<file path="src/rtl/a2d_pkg.sv">
// Shared types and constants for the A2D conversion engine.
package a2d_pkg;

    typedef enum logic [1:0] {IDLE, FRM1, GAP, FRM2} a2d_state_t;

    localparam int FRAME_BITS = 16;
    localparam int RES_BITS   = 12;

    // Divider start value: SCLK is high, and the first fall is a quarter period away.
    function automatic int div_preset(input int sclk_div);
        return sclk_div * 3 / 4 - 1;
    endfunction

    function automatic logic [FRAME_BITS-1:0] chnl_word(input logic [2:0] ch);
        return {2'b00, ch, 11'h000};
    endfunction

endpackage

</file>
<file path="src/rtl/a2d_sclk_gen.sv">
// SPI clock divider: SCLK is the divider MSB, with strobes on the clk that moves SCLK up or down.
// No latency beyond the divider register; load takes priority over enable.
module a2d_sclk_gen import a2d_pkg::*; #(
    parameter int SCLK_DIV = 32
) (
    input  logic clk,
    input  logic rst,
    input  logic en,
    input  logic load,
    output logic sclk,
    output logic rise_stb,
    output logic fall_stb
);

    localparam int W = $clog2(SCLK_DIV);
    localparam logic [W-1:0] PRESET  = W'(div_preset(SCLK_DIV));
    localparam logic [W-1:0] HALF_M1 = W'(SCLK_DIV / 2 - 1);

    logic [W-1:0] div;

    always_ff @(posedge clk or posedge rst) begin
        if (rst) begin
            div <= PRESET;
        end else if (load) begin
            div <= PRESET;
        end else if (en) begin
            div <= div + W'(1);
        end
    end

    // Strobes are unqualified; the caller gates them with its own frame state.
    assign sclk     = div[W-1];
    assign rise_stb = (div == HALF_M1);
    assign fall_stb = (div == '1);

endmodule

</file>
<file path="src/rtl/a2d_cnv_engine.sv">
// Two-frame SPI conversion responder: strt_cnv in, 12-bit res with cnv_cmplt out.
// Result 1074 clks after acceptance for SCLK_DIV=32; requests arriving while busy are dropped.
module a2d_cnv_engine import a2d_pkg::*; #(
    parameter int SCLK_DIV = 32,
    parameter int GAP_CYC  = 32
) (
    input  logic                clk,
    input  logic                rst,
    input  logic                strt_cnv,
    input  logic [2:0]          chnnl,
    output logic                cnv_cmplt,
    output logic [RES_BITS-1:0] res,
    output logic                a2d_SS_n,
    output logic                SCLK,
    output logic                MOSI,
    input  logic                MISO
);

    localparam int BW = $clog2(FRAME_BITS + 1);
    localparam int GW = $clog2(GAP_CYC + 1);

    a2d_state_t state, state_nxt;

    logic [2:0]            chan;
    logic [FRAME_BITS-1:0] tx;
    logic [RES_BITS-1:0]   rx;
    logic [BW-1:0]         bit_cnt;
    logic [GW-1:0]         gap_cnt;

    logic accept, frm_end, gap_end;
    logic in_frm, last_fall, div_en, div_load;
    logic rise_stb, fall_stb;

    assign in_frm    = (state == FRM1) || (state == FRM2);
    // The fall after the last rise never happens: the frame closes with SCLK held high.
    assign last_fall = in_frm && fall_stb && (bit_cnt == BW'(FRAME_BITS));
    assign div_en    = in_frm && !last_fall;
    assign div_load  = accept || gap_end;
    assign MOSI      = tx[FRAME_BITS-1];

    a2d_sclk_gen #(
        .SCLK_DIV (SCLK_DIV)
    ) u_sclk_gen (
        .clk      (clk),
        .rst      (rst),
        .en       (div_en),
        .load     (div_load),
        .sclk     (SCLK),
        .rise_stb (rise_stb),
        .fall_stb (fall_stb)
    );

    always_ff @(posedge clk or posedge rst) begin
        if (rst) begin
            state <= IDLE;
        end else begin
            state <= state_nxt;
        end
    end

    always_comb begin
        state_nxt = state;
        accept    = 1'b0;
        frm_end   = 1'b0;
        gap_end   = 1'b0;
        case (state)
            IDLE: begin
                if (strt_cnv) begin
                    accept    = 1'b1;
                    state_nxt = FRM1;
                end
            end
            FRM1: begin
                if (last_fall) begin
                    frm_end   = 1'b1;
                    state_nxt = GAP;
                end
            end
            GAP: begin
                if (gap_cnt == GW'(GAP_CYC - 1)) begin
                    gap_end   = 1'b1;
                    state_nxt = FRM2;
                end
            end
            FRM2: begin
                if (last_fall) begin
                    frm_end   = 1'b1;
                    state_nxt = IDLE;
                end
            end
            default: state_nxt = IDLE;
        endcase
    end

    always_ff @(posedge clk or posedge rst) begin
        if (rst) begin
            chan      <= '0;
            tx        <= '0;
            rx        <= '0;
            bit_cnt   <= '0;
            gap_cnt   <= '0;
            a2d_SS_n  <= 1'b1;
            cnv_cmplt <= 1'b0;
            res       <= '0;
        end else begin
            a2d_SS_n <= !((state_nxt == FRM1) || (state_nxt == FRM2));

            if (accept) begin
                chan      <= chnnl;
                cnv_cmplt <= 1'b0;
                tx        <= chnl_word(chnnl);
                bit_cnt   <= '0;
            end else if (gap_end) begin
                tx      <= chnl_word(chan);
                bit_cnt <= '0;
            end else if (in_frm) begin
                if (rise_stb) begin
                    rx      <= {rx[RES_BITS-2:0], MISO};
                    bit_cnt <= bit_cnt + BW'(1);
                end
                // MSB is already on MOSI for the first fall, so shifting starts at the second.
                if (fall_stb && !last_fall && (bit_cnt != '0)) begin
                    tx <= {tx[FRAME_BITS-2:0], 1'b0};
                end
            end

            if (frm_end) begin
                gap_cnt <= '0;
            end else if (state == GAP) begin
                gap_cnt <= gap_cnt + GW'(1);
            end

            if (frm_end && (state == FRM2)) begin
                res       <= rx;
                cnv_cmplt <= 1'b1;
            end
        end
    end

endmodule

</file>
<file path="config.mk">
export PLATFORM = sky130hd
export DESIGN_NAME = a2d_cnv_engine
export DESIGN_NICKNAME = d
export VERILOG_FILES = /design/src/rtl/a2d_pkg.sv /design/src/rtl/a2d_sclk_gen.sv /design/src/rtl/a2d_cnv_engine.sv
export SDC_FILE = /design/constraint.sdc
export NUM_CORES = 1
export LEC_CHECK = 0
export ABC_AREA = 1
export CAP_MARGIN = 10
export CORE_ASPECT_RATIO = 0.75
export CORE_MARGIN = 2
export CORE_UTILIZATION = 51
export DETAILED_ROUTE_END_ITERATION = 6
export PLACE_DENSITY_LB_ADDON = 0.12
export SLEW_MARGIN = 0
export SYNTH_ARGS = -nofsm -noshare
export SYNTH_HDL_FRONTEND = slang
export SYNTH_SLANG_ARGS = --single-unit
</file>
<file path="constraint.sdc">
create_clock -name clk -period 2 [get_ports clk]
set_clock_uncertainty 0.2 [all_clocks]
set_input_delay 0.6 -clock clk [delete_from_list [all_inputs] [get_ports clk]]
set_output_delay 0.6 -clock clk [all_outputs]
set_load 0.05 [all_outputs]
</file>
==> results of run 1 <==
## path summary, 6_finish.rpt
kind / start / to / slack, ns
setup / recovery: u_sclk_gen.div[0] / res[2] / -0.16
hold / removal: chan[2] / chan[2] / 0.28
setup reg to reg: u_sclk_gen.div[0] / res[2] / -0.16
hold reg to reg: chan[2] / chan[2] / 0.28
max in group asynchronous: rst / u_sclk_gen.div[2] / 0.81
min in group asynchronous: rst / res[9] / 0.50
## layout make-up
class / instances / area [µm²] / area share
clock inverters: 2 / 35.0 / 0.0109
inverters: 41 / 168 / 0.0519
clock buffers: 6 / 72.6 / 0.0225
repair inverters: 2 / 20.0 / 0.00620
repair buffers: 41 / 567 / 0.176
multi-input cells: 161 / 987 / 0.306
well taps: 57 / 71.3 / 0.0221
flip-flops and latches: 52 / 1310 / 0.405
## worst register-to-register path: stages (launching register included)
cell and delay [ns]:
dfstp_2 0.57, ha_4 0.14, inv_2 0.05, nor3_4 0.14, ha_2 0.21, nand2_2 0.07
inv_2 0.10, nand4_4 0.12, nor2_4 0.14, buf_12 0.15, inv_8 0.06, nand2_4 0.05
o21ai_2 0.05
## what timing repair did
action,4_1_cts,5_1_grt
pin swaps,0,4
gates cloned,2,0
endpoints found under the hold margin,0,0
buffers inserted,3,3
resized for setup,21,33
setup endpoints to repair,32,48
## layout by cell type, fill, tap and decap left out, types with 2 or more instances in the layout
| master | count |
|---|---|
| buf_4 | 12 |
| buf_12 | 18 |
| nand2_2 | 14 |
| ha_1 | 3 |
| dfrtp_1 | 47 |
| nor3_1 | 2 |
| inv_1 | 35 |
| o21ai_0 | 15 |
| clkbuf_8 | 5 |
| nand3_2 | 2 |
| inv_2 | 3 |
| ha_2 | 2 |
| buf_6 | 5 |
| o21ai_2 | 14 |
| inv_8 | 2 |
| clkdlybuf4s50_1 | 6 |
| nand3_1 | 15 |
| nor2_1 | 14 |
| nand2_1 | 48 |
| xor2_1 | 2 |
| nand2_4 | 4 |
| nand4_1 | 4 |
| a21oi_1 | 6 |
| dfstp_2 | 5 |
| o21ai_1 | 5 |
| nor3_4 | 2 |
## power breakdown
group | internal, mW | switching, mW | leakage, nW
clock | 0.372 | 0.352 | 0.0552
sequential | 1.05 | 0.00131 | 0.682
combinational | 0.0164 | 0.0269 | 0.845
total | 1.44 | 0.380 | 1.58
## state kept, by name (all words and copies together), names as in the netlist
register / flops
res: 12
rx: 12
gap_cnt: 6
bit_cnt: 5
tx: 5
u_sclk_gen.div: 5
chan: 3
state: 2
a2d_SS_n: 1
cnv_cmplt: 1
## metrics by stage
| stage | util | setup TNS (ns) | cells |
|---|---|---|---|
| 2_1_floorplan | - | -0.460 | 259 |
| 3_3_place_gp | 0.652 | -1.96 | 347 |
| 3_5_place_dp | 0.652 | -3.13 | 347 |
| 4_1_cts | 0.700 | -0.848 | 359 |
| 5_1_grt | 0.727 | -7.28 | 362 |
| 6_report | 0.727 | -3.29 | 362 |
## logic make-up (layout without fill, tap and decap cells)
kind of cell    count (synthesis)  count (layout)  synth area share
compound gates                 41              41             0.108
simple gates                  110             110             0.207
xor+xnor                        3               3            0.0112
buf+inv                        46              92            0.0814
mux                             1               1           0.00479
flops                          52              52             0.556
fa+ha+maj                       6               6            0.0319
## synth_stat cells, drive strengths merged
cell type	instances
ha	6
inv	41
nand3	18
xnor2	1
nor3	4
nor3b	1
dfrtp	47
a22oi	1
a21oi	6
xor2	2
nand4	5
dfstp	5
nor2	16
clkbuf	2
mux2	1
buf	3
nand2	66
o21ai	34
## routing by layer
metal  vias to the layer above  wire [µm]  track usage  part of all wire
met1                       856       2300        0.309              0.46
met5                         -          0            0                 0
met2                        37       2410        0.304              0.48
met3                         9        191       0.0448             0.038
li1                        913          -            -                 -
met4                         0         82       0.0938             0.016
==> results.toml, run 1 <==
[clock_tree]
insertion_delay_ns = 0.31
cts_hold_buf = 0
clock_sinks = 52
htree_num_levels = 2
clk_transition_reported_paths_ns = 0.09
cts-root-buf = "clkbuf_8"
cts_buffers = 5
cts_tree = "yes"
cts_buffer_depth = 2

[yosys]
yosys.area.top_type = "dfrtp_1"
syn-num-nets = 272
synthCells = 259
yosysWarnings = 0
ys_seq_area_frac = 0.556
synth.distinct_cells = 25
synth_area_leaders = "dfrtp_1 (50%), nand2_1 (10%), inv_1 (6.1%)"
ys_ff_latch = 52
synth_area_mm2 = 0.00235
synth_top_area_frac = 0.500
syn_avg_cell_area_um2 = 9.08

[critical_path]
cp_top_family = "flip-flops"
crit_buf_inv = 4
worstPathMaxFanout = 6
critical_path_class = "reg -> reg"
crit_required_ns = 2.01
crit_chain = "ha_4, inv_2, nor3_4, ha_2, nand2_2, inv_2, nand4_4, nor2_4, buf_12, inv_8, nand2_4, o21ai_2"
cp.arrival_ns = 2.17
crit_cells = 12
critPathMaxStageDelay_ns = 0.57
crit_path_end_kind = "flop"
worst_path_max_delay_cell = "dfstp_2"
critPathLaunchType = "flop"
cpMostUsedCell = "inv_2"
r2r_cells = 12

[finish]
diodes = 0
nFillCells = 311
syn_to_final_growth_pct = 37.3
fin_nets = 317
drive_above_1_share = 0.328
fin_area_mm2 = 0.00323

[floorplanning]
initial_core_util = 0.529
coreArea_mm2 = 0.00444
dieArea_mm2 = 0.00517
die_w_um = 82.4
die_h_um = 62.8
num_rows = 21
io_pins = 23

[sta]
max_freq_mhz = 463
min_period_ns = 2.16
setup_viol = 37
drv_slew = 0
holdWs_ns = 0.279
finalHoldViolations = 0
slew_headroom = 0.737
tightest_slew_ns = 0.394
setup_ws_ns = -0.160
fin_crit_sh = 1.08
rsz0062_at_grt = "yes"

[power_and_ir_drop]
p_leak_nw = 1.58
power.total_mw = 1.82
power.density_mw_per_mm2 = 565
vdd_ir_drop_max_mv = 0.481

[route]
routed_via_density = 5.01
routedWlPerCell_um = 13.8
finalWirelength_um = 4980
drt_iter0_drc = 127
dr.pass1.iters = 4
drc = 0
ant_nets = 0
num_vias = 1815

[global_route]
antenna_found_initial = 0
grt_pass1_wl_um = 8200
first_global_vias = 1788
grt-ovfl-total = 0
grt_max_degree = 53
grtUsageTotal = 0.213

[run_status]
outcome = "finished, violations left"
failed_checks = "setup timing"

[hold_path]
holdPathStages = 2
holdCritPathClass = "reg -> reg"

[placed_design]
place_area_mm2 = 0.00290
place_ws_ns = -0.168
port_buffers = 22
gp_congestion = 0.807
hpwlAfterDp_um = 3120

[run]
cap_violations = 0
No activity file was read; power rests on OpenSTA's default activity.
==> run 2, diff against run 1 <==
--- a/config.mk
+++ b/config.mk
@@ -10,8 +10,10 @@
 export CORE_ASPECT_RATIO = 0.75
 export CORE_MARGIN = 2
 export CORE_UTILIZATION = 51
+export CTS_CLUSTER_SIZE = 30
 export DETAILED_ROUTE_END_ITERATION = 6
 export PLACE_DENSITY_LB_ADDON = 0.12
+export SETUP_SLACK_MARGIN = 0.15
 export SLEW_MARGIN = 0
 export SYNTH_ARGS = -nofsm -noshare
 export SYNTH_HDL_FRONTEND = slang
==> run 2 against run 1 <==
Effect of this change:
- the flow still finishes with violations (setup timing)
- critical endpoint is now state[1]
- highest routed layer unchanged
- clock power is 22% lower
- worst setup slack improved by 0.064 ns
- register-to-register slack improved by 0.06 ns
- sequential power about the same
- sequential share of layout area is 1.7 points lower
- final cell count up 1.9%
- non-clock buffer count grew 8
- worst hold slack improved by 0.017 ns
- die area stayed put
- count of clock-buffer cells in the layout unchanged
==> results.toml, run 2 (synthesis results as in run 1) <==
[run_status]
outcome = "finished, violations left"
failed_checks = "setup timing"

[floorplanning]
dieArea_mm2 = 0.00517
die_w_um = 82.4
num_rows = 21
io_pins = 23
coreArea_mm2 = 0.00444
initial_core_util = 0.529
die_h_um = 62.8

[finish]
multiInputGateArea_mm2 = 0.00106
nFillCells = 292
final_cell_mix = "nand2_1 (46), dfrtp_1 (46), inv_1 (35)"
fin_util = 0.759
seq_area_mm2 = 0.00131
drive_above_1_share = 0.381
fin_cells = 369
diodes = 0
fin_nets = 325
reg_top3 = "res: 12 flops, rx: 12 flops, gap_cnt: 6 flops"
syn_to_final_growth_pct = 43.3

[placed_design]
place_ws_ns = -0.184
gp_congestion = 0.875
port_buffers = 22
placed_cells = 353
hpwlAfterDp_um = 3190

[route]
drc = 0
num_vias = 1920
ant_nets = 0
routedWlPerCell_um = 14.1
routed_via_density = 5.20
finalWirelength_um = 5200
drt_iter0_drc = 88
dr.pass1.iters = 4

[sta]
tightest_slew_ns = 0.286
max_freq_mhz = 477
rsz0062_at_grt = "yes"
drv_slew = 0
setup_ws_ns = -0.0962
slew_headroom = 0.809
holdWs_ns = 0.296
finalHoldViolations = 0
setup_viol = 19
min_period_ns = 2.10
fin_crit_sh = 1.05

[clock_tree]
clock_sinks = 52
insertion_delay_ns = 0.31
cts-root-buf = "clkbuf_8"
cts_tree = "yes"
htree_num_levels = 2
clk_transition_reported_paths_ns = 0.09
cts_buffer_depth = 2
cts_buffers = 5
cts_hold_buf = 0

[critical_path]
crit_path_end_kind = "flop"
critPathMaxStageDelay_ns = 0.56
critical_path_class = "reg -> reg"
crit_buf_inv = 4
worstReg2RegEnd = "state[1]"
cp_top_family = "flip-flops"
worstReg2RegStart = "u_sclk_gen.div[0]"
critPathLaunchType = "flop"
r2r_cells = 11
reg2reg_slack_ns = -0.1
worstPathMaxFanout = 4
crit_required_ns = 1.98
cp.arrival_ns = 2.08
worst_path_max_delay_cell = "dfstp_2"
crit_chain = "ha_4, inv_4, nor3_4, ha_2, nand2_2, inv_2, nand4_4, nor2_4, buf_12, buf_6, nor2_1"

[hold_path]
hp-start = "chan[1]"
min_to = "chan[1]"
holdCritPathClass = "reg -> reg"
holdPathStages = 2

[power_and_ir_drop]
p_switching_mw = 0.355
vdd_ir_drop_max_mv = 0.352
internal_power_mw = 1.31
p_sw_frac = 0.213
p_comb_frac = 0.028
clkPwrFrac = 0.339
p_leak_nw = 1.61
power.density_mw_per_mm2 = 495
pwr-share-seq = 0.633

[run]
cap_violations = 0

[global_route]
grt-ovfl-total = 0
grtUsageTotal = 0.223
antenna_found_initial = 0
grt_max_degree = 27
grt_pass1_wl_um = 8730
first_global_vias = 1858
run 2: cell count changes in the layout (fill, tap and decap cells not counted), moves of 3 or more:
cell / change
nor2_1: -3
buf_4: +3
o21ai_0: -9
buf_6: +3
o21ai_1: +7
run 2: final cells by class:
cell class | instances | area share
clock buffers | 6 | 0.0215
clock inverters | 1 | 0.00149
inverters | 41 | 0.0505
multi-input cells | 161 | 0.313
flip-flops and latches | 52 | 0.388
well taps | 57 | 0.0212
repair buffers | 49 | 0.198
repair inverters | 2 | 0.00594
run 2: worst max-delay path by stage:
| stage | end | cells after the start | start | slack (ns) |
|---|---|---|---|---|
| 3_3_place_gp | res[6] | 11 | u_sclk_gen.div[0] | -0.1 |
| 5_1_grt | res[11] | 12 | u_sclk_gen.div[0] | -0.19 |
| 4_1_cts | u_sclk_gen.div[0] | 11 | u_sclk_gen.div[0] | -0.08 |
| 2_1_floorplan | res[2] | 12 | u_sclk_gen.div[0] | -0.05 |
| 6_report | state[1] | 11 | u_sclk_gen.div[0] | -0.1 |
| 3_5_place_dp | res[2] | 11 | u_sclk_gen.div[0] | -0.18 |
run 2: worst register-to-register path, cell delays in order, from the launching register on:
cell     delay, ns
dfstp_2       0.56
ha_4          0.15
inv_4         0.04
nor3_4        0.12
ha_2          0.20
nand2_2       0.05
inv_2         0.08
nand4_4       0.11
nor2_4        0.14
buf_12        0.15
buf_6         0.11
nor2_1        0.05
run 2: power by group through the flow:
stage / Clock (mW) / Combinational (mW) / Sequential, mW
finish: 0.565 / 0.0468 / 1.06
global route: 0.627 / 0.0540 / 1.06
CTS: 0.578 / 0.0478 / 1.06
detailed placement: 0 / 0.0476 / 1.08
global placement: 0 / 0.0475 / 1.08
floorplan: 0 / 0.0199 / 1.08
run 2: timing repair:
item,CTS,global route
pin swaps,3,5
gates cloned,4,0
setup buffers,3,2
setup endpoints to repair,48,51
gates resized for setup,38,41
run 2: layer usage:
| metal | vias up | routed length, µm | track usage |
|---|---|---|---|
| li1 | 934 | - | - |
| met1 | 922 | 2360 | 0.330 |
| met2 | 48 | 2460 | 0.320 |
| met3 | 16 | 213 | 0.0462 |
| met4 | 0 | 157 | 0.0854 |
| met5 | - | 0 | 0 |
run 2: per-stage QoR:
| step | total power, mW | setup TNS, ns | instance area (µm²) |
|---|---|---|---|
| after floorplan | 1.10 | -0.414 | 2390 |
| after global placement | 1.12 | -1.55 | 2970 |
| after detailed placement | 1.12 | -2.47 | 2970 |
| after CTS | 1.68 | -0.988 | 3250 |
| after global routing | 1.74 | -3.98 | 3370 |
| final | 1.67 | -1.21 | 3370 |
